[src/rtl/fan_pkg.sv]
// Shared constants, FSM state encoding and duty clamp helper for the fan PWM blocks.
// Latency: none (declarations only).
// Backpressure: not applicable.
//
// Contents:
//   DUTY_MAX          - largest legal duty in percent (100)
//   STEPS_PER_PERIOD  - duty steps in one PWM period (100)
//   STEP_LAST         - index of the final step in a period
//   fan_state_e       - ramp controller states
//   clamp_duty()      - saturates a 7-bit duty request to DUTY_MAX
package fan_pkg;

    localparam logic [6:0] DUTY_MAX         = 7'd100;
    localparam int         STEPS_PER_PERIOD = 100;
    localparam logic [6:0] STEP_LAST        = 7'(STEPS_PER_PERIOD - 1);

    typedef enum logic [1:0] {
        ST_IDLE      = 2'd0,   // duty_cur == 0 and target == 0
        ST_RAMP_UP   = 2'd1,   // duty_cur below target
        ST_RAMP_DOWN = 2'd2,   // duty_cur above target
        ST_HOLD      = 2'd3    // duty_cur == target, non-zero
    } fan_state_e;

    // A 7-bit request can encode 101..127; those saturate to full drive.
    function automatic logic [6:0] clamp_duty(input logic [6:0] d);
        return (d > DUTY_MAX) ? DUTY_MAX : d;
    endfunction

endpackage

[src/rtl/fan_pwm_prescaler.sv]
// Free-running clk divider producing one tick per duty step of the PWM generator.
// Latency: tick is combinational from the registered count; pre_zero likewise.
// Backpressure: none; the counter never stalls.
//
// Ports:
//   clk      - system clock
//   reset_p  - synchronous active-high reset, clears the count to 0
//   tick     - high on the last clk of each CLK_DIV-cycle slot
//   pre_zero - high on the first clk of each CLK_DIV-cycle slot
module fan_pwm_prescaler #(
    parameter int CLK_DIV = 100
) (
    input  logic clk,
    input  logic reset_p,
    output logic tick,
    output logic pre_zero
);

    // Keep at least one bit so CLK_DIV == 1 still elaborates; tick and
    // pre_zero are then both permanently high.
    localparam int            PW       = (CLK_DIV > 1) ? $clog2(CLK_DIV) : 1;
    localparam logic [PW-1:0] PRE_LAST = PW'(CLK_DIV - 1);

    logic [PW-1:0] pre_q;
    logic [PW-1:0] pre_d;

    assign tick     = (pre_q == PRE_LAST);
    assign pre_zero = (pre_q == '0);

    always_comb begin
        pre_d = pre_q;
        if (tick) begin
            pre_d = '0;
        end else begin
            pre_d = pre_q + 1'b1;
        end
    end

    always_ff @(posedge clk) begin
        if (reset_p) begin
            pre_q <= '0;
        end else begin
            pre_q <= pre_d;
        end
    end

endmodule

[src/rtl/fan_pwm_gen.sv]
// Fan/LED PWM generator with rate-limited duty ramping between period boundaries.
// Latency: a duty sampled at the end of a period drives pwm from the first clk of the next.
// Backpressure: none; duty is only looked at on the end-of-period edge.
//
// Ports:
//   clk          - system clock (single domain)
//   reset_p      - synchronous active-high reset
//   duty         - requested duty in percent, 101..127 treated as 100
//   pwm          - registered drive output
//   duty_cur     - duty applied during the current period
//   period_start - one-clk pulse on the first clk of every period
//   ramping      - high while the controller is moving duty_cur toward target
module fan_pwm_gen
    import fan_pkg::*;
#(
    parameter int CLK_DIV   = 100,
    parameter int RAMP_STEP = 10
) (
    input  logic       clk,
    input  logic       reset_p,
    input  logic [6:0] duty,
    output logic       pwm,
    output logic [6:0] duty_cur,
    output logic       period_start,
    output logic       ramping
);

    // A step larger than the full range behaves the same as a full-range step.
    localparam int         RS_LIM = (RAMP_STEP > int'(DUTY_MAX)) ? int'(DUTY_MAX) : RAMP_STEP;
    localparam logic [6:0] RS_W   = 7'(RS_LIM);

    logic       tick;
    logic       pre_zero;
    logic       end_of_period;

    logic [6:0] step_q;
    logic [6:0] step_d;
    logic [6:0] duty_cur_q;
    logic [6:0] duty_cur_d;
    logic [6:0] target_q;
    logic [6:0] target_d;
    logic       pwm_q;
    logic       pwm_d;
    logic [6:0] gap;

    fan_state_e state_q;
    fan_state_e state_d;

    fan_pwm_prescaler #(
        .CLK_DIV (CLK_DIV)
    ) u_prescaler (
        .clk      (clk),
        .reset_p  (reset_p),
        .tick     (tick),
        .pre_zero (pre_zero)
    );

    assign end_of_period = tick && (step_q == STEP_LAST);

    // ------------------------------------------------------------------
    // Step counter: one step per prescaler tick, 0..STEP_LAST.
    // ------------------------------------------------------------------
    always_comb begin
        step_d = step_q;
        if (tick) begin
            if (step_q == STEP_LAST) begin
                step_d = '0;
            end else begin
                step_d = step_q + 7'd1;
            end
        end
    end

    // ------------------------------------------------------------------
    // Target sample and rate-limited duty update, end-of-period only.
    // The gap is clipped to RS_W so duty_cur lands exactly on target when
    // it is close, and can never cross it (no overshoot on reversal).
    // ------------------------------------------------------------------
    always_comb begin
        target_d   = target_q;
        duty_cur_d = duty_cur_q;
        gap        = '0;
        if (end_of_period) begin
            target_d = clamp_duty(duty);
            if (target_d > duty_cur_q) begin
                gap        = target_d - duty_cur_q;
                duty_cur_d = duty_cur_q + ((gap > RS_W) ? RS_W : gap);
            end else if (target_d < duty_cur_q) begin
                gap        = duty_cur_q - target_d;
                duty_cur_d = duty_cur_q - ((gap > RS_W) ? RS_W : gap);
            end
        end
    end

    // ------------------------------------------------------------------
    // Ramp FSM: transitions judged on the post-update duty_cur/target.
    // ------------------------------------------------------------------
    always_comb begin
        state_d = state_q;
        if (end_of_period) begin
            case (state_q)
                ST_IDLE: begin
                    if (target_d != 7'd0) begin
                        // A first step within RAMP_STEP lands directly on target.
                        state_d = (duty_cur_d == target_d) ? ST_HOLD : ST_RAMP_UP;
                    end
                end
                ST_RAMP_UP, ST_RAMP_DOWN, ST_HOLD: begin
                    if (duty_cur_d == target_d) begin
                        state_d = (target_d == 7'd0) ? ST_IDLE : ST_HOLD;
                    end else if (target_d > duty_cur_d) begin
                        state_d = ST_RAMP_UP;
                    end else begin
                        state_d = ST_RAMP_DOWN;
                    end
                end
                default: state_d = ST_IDLE;
            endcase
        end
    end

    // Compare against the next-cycle step and duty so the registered pwm
    // lines up with step_q/duty_cur_q; the new duty therefore appears on
    // the very first clk of the following period, and 0 / 100 give
    // constant levels.
    always_comb begin
        pwm_d = (step_d < duty_cur_d);
    end

    always_ff @(posedge clk) begin
        if (reset_p) begin
            step_q     <= '0;
            duty_cur_q <= '0;
            target_q   <= '0;
            pwm_q      <= 1'b0;
            state_q    <= ST_IDLE;
        end else begin
            step_q     <= step_d;
            duty_cur_q <= duty_cur_d;
            target_q   <= target_d;
            pwm_q      <= pwm_d;
            state_q    <= state_d;
        end
    end

    assign pwm          = pwm_q;
    assign duty_cur     = duty_cur_q;
    assign period_start = pre_zero && (step_q == 7'd0);
    assign ramping      = (state_q == ST_RAMP_UP) || (state_q == ST_RAMP_DOWN);

endmodule

[config.mk]
export PLATFORM = sky130hd
export DESIGN_NAME = fan_pwm_gen
export DESIGN_NICKNAME = d
export VERILOG_FILES = /design/src/rtl/fan_pkg.sv /design/src/rtl/fan_pwm_prescaler.sv /design/src/rtl/fan_pwm_gen.sv
export SDC_FILE = /design/constraint.sdc
export NUM_CORES = 1
export LEC_CHECK = 0
export BUFFER_PORTS_ARGS = -buffer_cell sky130_fd_sc_hd__buf_2
export CAP_MARGIN = 20
export CORE_MARGIN = 4
export CORE_UTILIZATION = 60
export DETAILED_ROUTE_END_ITERATION = 10
export PLACE_DENSITY = 0.82
export SYNTH_ARGS = -nofsm -noshare
export SYNTH_HDL_FRONTEND = slang
export SYNTH_SLANG_ARGS = --single-unit
[constraint.sdc]
create_clock -name clk -period 6.94 [get_ports clk]
set_input_delay 0.694 -clock clk [delete_from_list [all_inputs] [get_ports clk]]
set_output_delay 0.694 -clock clk [all_outputs]
set_load 0.01 [all_outputs]
* Yosys cells after proc, flatten, opt, wreduce, memory -nomap -nowiden
Cells that the tools add are included.
Storage, ports and cells: bits in registers 31, input bits 9, output and inout port bits 10, logic and storage cells 52
Cells by class: add/subtract/negate cells 6, $lt $le $gt $ge 7, eq/ne operators 7, multiplexer cells 15, reductions and logical operators 11
Operator list (number):
- 2-to-1 mux 7 bit | 9
- zero test 7 bit | 3
- subtractor 7 bit | 3
- adder 7 x 1 -> 7 bit, second input constant | 2
- == test 7 bit, second input constant | 2
- greater-than comparator 7 x 4 -> 1 bit, second input constant | 2
- greater-than comparator 7 bit | 2
- less-than comparator 7 bit | 2
- 2-to-1 mux 2 bit | 5
- adder 7 bit | 1
- == test 7 bit | 1
- greater-than comparator 7 bit, second input constant | 1
- nonzero test 7 bit | 1
- == test 2 bit, second input constant | 2
- case mux 2 bit (2 select lines) | 1
- OR reduction 3 bit | 1
- == test 2 x 1 -> 1 bit, second input constant | 1
- logical AND 1 bit | 2
- zero test 2 bit | 1
- inequality test 2 bit, second input constant | 1
- AND reduction 2 bit | 1
- OR reduction 2 bit | 1
- logical OR 1 bit | 1

* Longest topological paths before layout
depth in word-level cells 13, depth in mapped cells 29, gate-level depth less buffers 28

* Modules after synthesis
A second synthesis with hierarchy kept.
Second synthesis, totals: cell total of the unflattened synthesis 395, area total of the unflattened synthesis 3061.7 µm²
Modules (own cells, without submodules):
- fan_pwm_gen | times used 1, cells each 360, area each 2736.4 µm², seq. area each 480.5 µm²
- fan_pwm_prescaler | times used 1, cells each 35, area each 325.3 µm², seq. area each 140.1 µm²

* Worst setup path before layout
No wires, ideal clock.
path type input port to flip-flop, start point input duty[3], end point register state_q[1], setup time 0.071 ns, arrival 5.701 ns, required time 6.869 ns, slack 1.168 ns, cell stages on the path 28, buffers on the path 0, cell sequence o311ai_0 > nand2_1 > inv_1 > ha_1 > inv_1 > fa_1 > a211oi_2 > nor2_1 > a311oi_2 > o221ai_2 > or2_2 > nand2b_1 > ha_1 > nor2b_1 > o21ai_0 > nand2b_1 > a21o_1 > a21oi_1 > nand2_1 > a21oi_1 > xnor2_1 > ha_1 > and4_1 > nand4_1 > or4_1 > a21oi_1 > nor3b_1 > a21oi_1
On the way: cells in the longest elaborated chain, start to end 13, elaborated cells between the ends (all ways) 28, classes of those cells 4 x add/sub; 6 x order compare; 2 x eq/ne; 13 x mux; 3 x reduce/logical
Ends and longest elaborated chain:
- start: declaration | line fan_pwm_gen.sv:21 | input logic [6:0] duty,
- greater-than comparator 7 bit | line fan_pkg.sv:26 | return (d > DUTY_MAX) ? DUTY_MAX : d;
- 2-to-1 mux 7 bit (*) | line fan_pkg.sv:26
- subtractor 7 bit | line fan_pwm_gen.sv:89 | gap = duty_cur_q - target_d;
- greater-than comparator 7 x 4 -> 1 bit | line fan_pwm_gen.sv:90 | duty_cur_d = duty_cur_q - ((gap > RS_W) ? RS_W : gap);
- 2-to-1 mux 7 bit | line fan_pwm_gen.sv:90
- subtractor 7 bit | line fan_pwm_gen.sv:90
- 2-to-1 mux 7 bit | line fan_pwm_gen.sv:88 | end else if (target_d < duty_cur_q) begin
- 2-to-1 mux 7 bit | line fan_pwm_gen.sv:85 | if (target_d > duty_cur_q) begin
- 2-to-1 mux 7 bit | line fan_pwm_gen.sv:83 | if (end_of_period) begin
- greater-than comparator 7 bit or == test 7 bit (tied branches) | line fan_pwm_gen.sv:111, fan_pwm_gen.sv:105, fan_pwm_gen.sv:109
- 2-to-1 mux 2 bit, on equally long branches | line fan_pwm_gen.sv:111, fan_pwm_gen.sv:105
- 2-to-1 mux 2 bit, on equally long branches | line fan_pwm_gen.sv:109, fan_pwm_gen.sv:103
- case mux 2 bit (2 select lines) | line fan_pwm_gen.sv:101 | case (state_q)
- end signal: assignment | line fan_pwm_gen.sv:142 | state_q <= state_d;
- end: declaration | line fan_pwm_gen.sv:46 | fan_state_e state_q;
Every way passes the cells marked *; elsewhere a longest branch is shown, timed or not. The select of a mux whose other input is x is not followed. A chain may end at the register's enable or synchronous reset.

* Worst setup path after layout
Same ends and word-level chain as after synthesis.

==> reports/metrics.yaml <==
status: "finished, final reports clean"
dieHeight_um: 79.9
grt_use_total_pct: 25.1
ys_ff_latch: 31
synth_edf_count: 0
maxCapViolations: 0
min_to: "target_q[5]"
critPathLaunchType: "primary input"
clock_sinks: 31
synth_area_mm2: 0.00310
cts_tree: "built"
antenna_found_initial: 0
synth_top_area_share_pct: 20.0
place_congestion: 0.945
cts_resized: 0
crit_type: "primary input to flop"
boundaryPins: 19
grt_pass1_wl_um: 12800
setup_viol: 0
max-clock-path-buffers: 2
vias: 2884
die_area_mm2: 0.00639
yosys.area.top_type: "dfxtp_1"
ys_seq_area_share_pct: 20.0
critPathArrivalTime_ns: 6.45
ir_drop_mv: 0.142
grt_max_degree: 28
whs_ns: 0.462
synth_ff_type: "dfxtp_1"
clock_latency_ns: 0.29
p_per_area_mw_per_mm2: 128
first_pass_iters: 5
wl_per_cell_um: 16.0
yosysUniqueCellTypes: 61
syn_inst: 392
diodes: 0
r2r_slack_ns: 1.35
worstHoldPathType: "flop to flop"
crit_top_cell: "a21oi_1"
hp-start: "target_q[5]"
setup_ws_ns: 0.712
avgSynthCellArea_um2: 7.92
htreeDepth: 2
worst_path_max_delay_cell: "fa_1"
clk_transition_reported_paths_ns: 0.07
total_power_uw: 427
required_ns: 7.16
ys.warnings.count: 0
placementRows: 25
fin_nets: 458
start_util_pct: 63.6
area_growth_pct: 7.21
place_hpwl_um: 5850
leakage_nw: 1.49
core-area_mm2: 0.00488
place_ws_ns: 0.507
drive_above_1_share_pct: 11.1
grt_pass1_vias: 2757
post_cts_buffers: 0
finalHoldViolCount: 0
synth_area_leaders: "dfxtp_1 (20%), ha_1 (16%), nor2_1 (4.4%)"
setup_tns_ns: 0
clock_skew_ns: 0.0110
wirelength_um: 7570
route.antenna.remaining_nets: 0
worstSetupEndpointType: "flop"
max_freq_mhz: 161
max-slew-margin-rel_pct: 61.4
dieWidth_um: 79.9
ctsHoldBuffers: 0
drv_slew: 0
cpPeakStageDelay_ns: 0.44
viasPerCell: 6.10
reg2reg_to: "state_q[1]"
period_share_pct: 89.7
reg2regPathDepth: 23
rr_startpoint: "duty_cur[1]"
max_slew.worst_pin.slew_ns: 0.574
drc: 0
portBuffers: 18
overflow: 0
hold_path_depth: 2
root_buffer: "clkbuf_8"
async_flop_share_pct: 0
cp_max_fo: 7
first_iter_violations: 254
period_needed_ns: 6.23
cts_buffers: 5
rsz0062_at_grt: "false"
worst max-delay path: cells and delay by family:
kind,cells,cell delay [ns]
XOR/XNOR,1,0.14
AO/OA/AOI/OAI,10,2.08
adder cells (fa/ha/maj),4,1.29
AND/OR/NAND/NOR,11,1.94
buffers and inverters,3,0.28
layer usage:
layer  part of all wire [%]  track usage [%]  vias to the layer above
met2                     48             43.2                      125
met1                     44             32.0                     1322
met3                    6.4             3.61                       15
li1                       -                -                     1422
met4                    1.8             7.77                        0
met5                      0                0                        -
how the worst max path moves through the flow:
stage / start / end / cells past startpoint
floorplan: duty[3] / state_q[1] / 28
global placement: duty[3] / state_q[1] / 29
detailed placement: duty[3] / state_q[1] / 29
CTS: duty[3] / state_q[1] / 29
global route: duty[3] / state_q[1] / 29
finish: duty[3] / state_q[1] / 29
where the power goes:
group / leakage [nW] / total [mW] / switching, mW / internal [mW]
logic: 1.19 / 0.0861 / 0.0538 / 0.0323
registers: 0.250 / 0.181 / 0.00147 / 0.179
clock network: 0.0505 / 0.160 / 0.0698 / 0.0901
cell type report:
| class | instances | area [um2] |
|---|---|---|
| Tap cell | 67 | 83.8 |
| Clock buffer | 7 | 96.3 |
| Multi-Input combinational cell | 319 | 2310 |
| Sequential cell | 31 | 621 |
| Inverter | 29 | 109 |
| Fill cell | 429 | 1550 |
| Clock inverter | 1 | 7.51 |
| Timing Repair Buffer | 19 | 97.6 |
layout by cell type (no fill, tap or decap), types with 4 or more instances in the layout:
cell type   n
nand2_1    31
a21oi_1    21
nor2_1     36
nor2b_1    16
ha_1       40
xnor2_1    14
and3_1      6
clkbuf_8    7
buf_2      18
or3_1       6
nor4_1      6
inv_1      28
nand2b_1    4
fa_1        4
conb_1      4
nor3_1     10
o21ai_0    17
dfxtp_1    31
xor2_1     10
nand3_1    10
a21o_1     10
and2_1      4
nand4_1     6
or2_2       6
o22ai_1     4
cell families (layout without fill, tap and decap cells):
logic type,Yosys count,count (layout),share of synthesized area (%)
compound gates,90,90,21.2
xor+xnor,24,24,6.77
fa+ha+maj,44,44,18.7
buf+inv,44,56,5.72
flops,31,31,20.0
mux,3,3,1.37
other cells,2,4,0.242
simple gates,154,154,26.0
cells in the mapped netlist (2+ instances only):
| cell | number |
|---|---|
| a211oi_1 | 3 |
| a21o_1 | 10 |
| a21oi_1 | 21 |
| a221oi_1 | 3 |
| a22oi_1 | 3 |
| a31oi_1 | 3 |
| and2_1 | 4 |
| and3_1 | 6 |
| and4_1 | 3 |
| buf_2 | 4 |
| clkbuf_1 | 10 |
| conb_1 | 2 |
| dfxtp_1 | 31 |
| fa_1 | 4 |
| ha_1 | 40 |
| inv_1 | 28 |
| mux2i_1 | 2 |
| nand2_1 | 31 |
| nand2b_1 | 4 |
| nand3_1 | 10 |
| nand4_1 | 6 |
| nor2_1 | 36 |
| nor2b_1 | 16 |
| nor3_1 | 10 |
| nor3b_1 | 2 |
| nor4_1 | 6 |
| o211a_1 | 3 |
| o211ai_1 | 3 |
| o21a_1 | 3 |
| o21ai_0 | 17 |
| o22ai_1 | 4 |
| or2_2 | 6 |
| or3_1 | 6 |
| or4_1 | 3 |
| xnor2_1 | 14 |
| xor2_1 | 10 |
registers in the layout, summed over array words and instances, names as in the netlist:
signal	flops
state_q	2
u_prescaler.pre_q	7
duty_cur	7
step_q	7
target_q	7
pwm	1
stage by stage:
step	cells	area (um2)	utilization, %
after floorplan	394	3110	-
after global placement	465	3220	66.1
after detailed placement	465	3220	66.1
after CTS	473	3330	68.2
after global routing	473	3330	68.2
final	473	3330	68.2
Note: power is estimated with default switching activity, not from simulation.
